--- config.mk ---
export PLATFORM = sky130hd
export DESIGN_NAME = checker_settle_timer
export DESIGN_NICKNAME = d
export VERILOG_FILES = /design/src/rtl/checker_settle_timer.sv
export SDC_FILE = /design/constraint.sdc
export NUM_CORES = 1
export LEC_CHECK = 0
export CAP_MARGIN = 10
export CORE_AREA = 2 2 39 41
export DETAILED_ROUTE_END_ITERATION = 7
export DIE_AREA = 0 0 41 43
export DONT_BUFFER_PORTS = 1
export PLACE_DENSITY_LB_ADDON = 0.25
export SYNTH_ARGS = -nofsm -noshare
export SYNTH_HDL_FRONTEND = slang
export SYNTH_SLANG_ARGS = --single-unit
--- constraint.sdc ---
create_clock -name clk -period 2.1 [get_ports clk]
set_input_delay 0.21 -clock clk [delete_from_list [all_inputs] [get_ports clk]]
set_output_delay 0.21 -clock clk [all_outputs]
set_load 0.02 [all_outputs]
--- src/rtl/checker_settle_timer.sv ---
// Loadable down-counter that times how long each stimulus pattern settles.
module checker_settle_timer #(
  parameter int WIDTH = 4
) (
  input  logic             clk,
  input  logic             rst_n,
  input  logic             load,
  input  logic [WIDTH-1:0] load_value,
  input  logic             dec,
  output logic [WIDTH-1:0] value,
  output logic             zero
);

  always_ff @(posedge clk) begin
    if (!rst_n) begin
      value <= '0;
    end else if (load) begin
      value <= load_value;
    end else if (dec && value != '0) begin
      value <= value - 1'b1;
    end
  end

  assign zero = (value == '0);

endmodule

==> flow_metrics.py <==
metrics = {
    "route": {
        "via_per_inst": 4.69,
        "drc": 0,
        "wirelength_um": 657,
        "wl_per_cell_um": 12.9,
        "vias": 239,
        "drt_first_pass_iters": 3,
        "drtIter0Drc": 9,
        "antenna_left": 0,
    },
    "timing": {
        "hold_ws_ps": 119,
        "period_share": 0.793,
        "max_freq_ghz": 0.600,
        "setup_viol": 0,
        "tns_ps": 0,
        "skew_ps": 3.69,
        "final-max-slew-violation-count": 0,
        "hold_viol_final": 0,
        "worst_pin_slew_ps": 335,
        "period_minus_slack_ps": 1670,
        "slew_headroom": 0.776,
        "rsz0062_at_grt": "no",
    },
    "clock_network": {
        "numCtsBuffers": 3,
        "cts_setup_buffers": 0,
        "ctsResizeCount": 0,
        "clock_latency_ps": 240,
        "root_buffer": "clkbuf_4",
        "path_clk_slew_ps": 40,
        "ctsHtreeMaxLevel": 1,
        "cts.sinks": 4,
        "cts_buffer_depth": 2,
        "cts_tree": "done",
        "hold_buffers": 0,
    },
    "synthesis": {
        "yosys.area_share.simple": 0.307,
        "synthesis.area_um2": 256,
        "synthAdderAreaFrac": 0.0488,
        "synth_top_family_by_area": "simple AND/OR/NAND/NOR gates",
        "synth_compound_area_frac": 0.200,
        "synth.mux.area_fraction": 0.0390,
        "ys_async_sr_fraction": 0,
        "synth_warnings": 0,
        "ys_seq_area_frac": 0.312,
        "yosysUniqueCellTypes": 18,
        "synth_seq_cells": 4,
        "syn_nets": 40,
        "synth_cells": 31,
        "syn_avg_cell_area_um2": 8.27,
        "synth_edf_count": 0,
        "synthXorXnorAreaFrac": 0,
        "synth_common_cells": "inv_1 (5), dfxtp_1 (4), nor2_1 (4)",
        "synth_top_area_frac": 0.312,
        "synth_most_common_cell": "inv_1",
        "yosys.area.top_type": "dfxtp_1",
        "synth.top_cells.by_area": "dfxtp_1 (31%), inv_1 (7.3%), nand3_1 (5.9%)",
        "synth_ff_type": "dfxtp_1",
    },
    "global_routing": {
        "grt_usage": 0.0860,
        "grt_max_degree": 8,
        "antenna_found_initial": 0,
        "grt-busiest-layer": "met2",
        "use_met3": 0.0262,
        "grt_pass1_wl_um": 979,
        "met2_usage": 0.125,
        "grt_pass1_vias": 231,
        "overflow": 0,
        "grt_util_met1": 0.0921,
    },
    "setup_path": {
        "startpoint_type": "register",
        "cpPeakStageDelay_ps": 410,
        "critical_path.max_fanout": 4,
        "rr_worst_depth": 6,
        "end_kind": "output pin",
        "arrival_ps": 1460,
        "r2r-start": "value[1]",
        "crit_chain": "inv_1, ha_1, or3b_4, clkinv_2",
        "timing.rr.end": "value[0]",
        "ff2ff_setup_slack_ps": 510,
        "crit_slowest_cell": "or3b_4",
        "path_class": "register to output pin",
        "critical_path_required_ps": 1890,
    },
    "place": {
        "dpl_cell_area_um2": 284,
        "placement.io_buffers": 0,
        "gp_congestion": 0.745,
        "hpwl_um": 507,
    },
    "cells_and_area": {
        "largest_register_ffs": 4,
        "num-nets-final": 46,
        "utilization": 0.222,
        "regMostFlops": "value",
        "final_area_um2": 307,
        "area_delta_synth_final_pct": 19.5,
        "top_regs": "value: 4 flops",
        "drive_above_1_share": 0.257,
        "fill_cells": 157,
        "diodes": 0,
    },
    "worst_hold_path": {
        "hp-start": "rst_n",
        "holdPathEnd": "value[3]",
        "min_path_cells": 2,
        "min_path_type": "input pin to register",
    },
    "pwr": {
        "p_leak_nw": 0.126,
        "seqPwrFrac": 0.385,
        "p_switching_mw": 0.0808,
        "pwr-share-comb": 0.213,
        "p_int_mw": 0.170,
        "ir_worst_vdd_mv": 0.142,
        "clkPwrFrac": 0.402,
        "power_density_nw_per_um2": 818,
        "sw_frac_of_total": 0.322,
    },
    "floorplan": {
        "fp.coreArea_um2": 1380,
        "die_h_um": 43,
        "start_util": 0.185,
        "std_cell_rows": 14,
        "die_area_um2": 1760,
        "die_x_um": 41,
        "io_pins": 13,
    },
    "run_status": {
        "status": "finished, final reports clean",
    },
    "job": {
        "cap_violations": 0,
    },
}
cell families after synthesis:
group	after synthesis
flops	4
simple gates	13
mux	1
fa+ha+maj	1
compound gates	6
buf+inv	6
placed cells by master, fill, tap and decap left out, drive strengths merged:
cell / count
a21oi: 1
a311oi: 2
buf: 1
clkbuf: 3
clkinv: 1
dfxtp: 4
ha: 1
inv: 5
mux2i: 1
nand2: 2
nand3: 3
nand4: 1
nand4b: 1
nor2: 4
nor4b: 1
o2111ai: 1
o21ai: 2
or3b: 1
per-stage QoR:
step                      cells  worst slack, ps  power [mW]
final                        51              434       0.251
after global routing         51              376       0.263
after CTS                    51              431       0.254
after detailed placement     48              502       0.153
after global placement       48              504       0.153
after floorplan              31              558       0.141
final cells by class:
class / count / area (um^2) / area share
tap: 16 / 20.0 / 0.0653
clock buffer: 3 / 22.5 / 0.0735
multi-input combinational: 21 / 153 / 0.498
inverter: 6 / 23.8 / 0.0776
timing repair buffer: 1 / 7.51 / 0.0245
sequential: 4 / 80.1 / 0.261
power groups by stage:
stage               registers, mW  logic, mW  clock network [mW]
detailed placement         0.0978     0.0548                   0
global route               0.0978     0.0597               0.105
global placement           0.0980     0.0545                   0
finish                     0.0966     0.0535               0.101
CTS                        0.0965     0.0549               0.103
floorplan                  0.0995     0.0411                   0
per-layer routing:
layer	vias to the layer above	wire [um]	part of all wire
li1	120	-	-
met1	108	249	0.38
met3	2	65	0.099
met4	0	8	0.012
met2	9	333	0.51
met5	-	0	0
critical path: cells and delay by family, from the launching register on:
kind	cells	cell delay, ps
AND/OR/NAND/NOR	1	410
buffers and inverters	2	210
adder cells (fa/ha/maj)	1	190
flip-flops	1	400
worst max-delay path by stage:
stage	startpoint	endpoint	slack (ps)	cells past startpoint
after floorplan	value[0]	value[1]	560	6
after global placement	value[1]	value[1]	500	6
after detailed placement	value[1]	value[0]	500	6
after CTS	value[1]	zero	430	4
after global routing	value[1]	zero	380	4
final	value[1]	zero	430	4
Note: power is estimated with default switching activity, not from simulation.
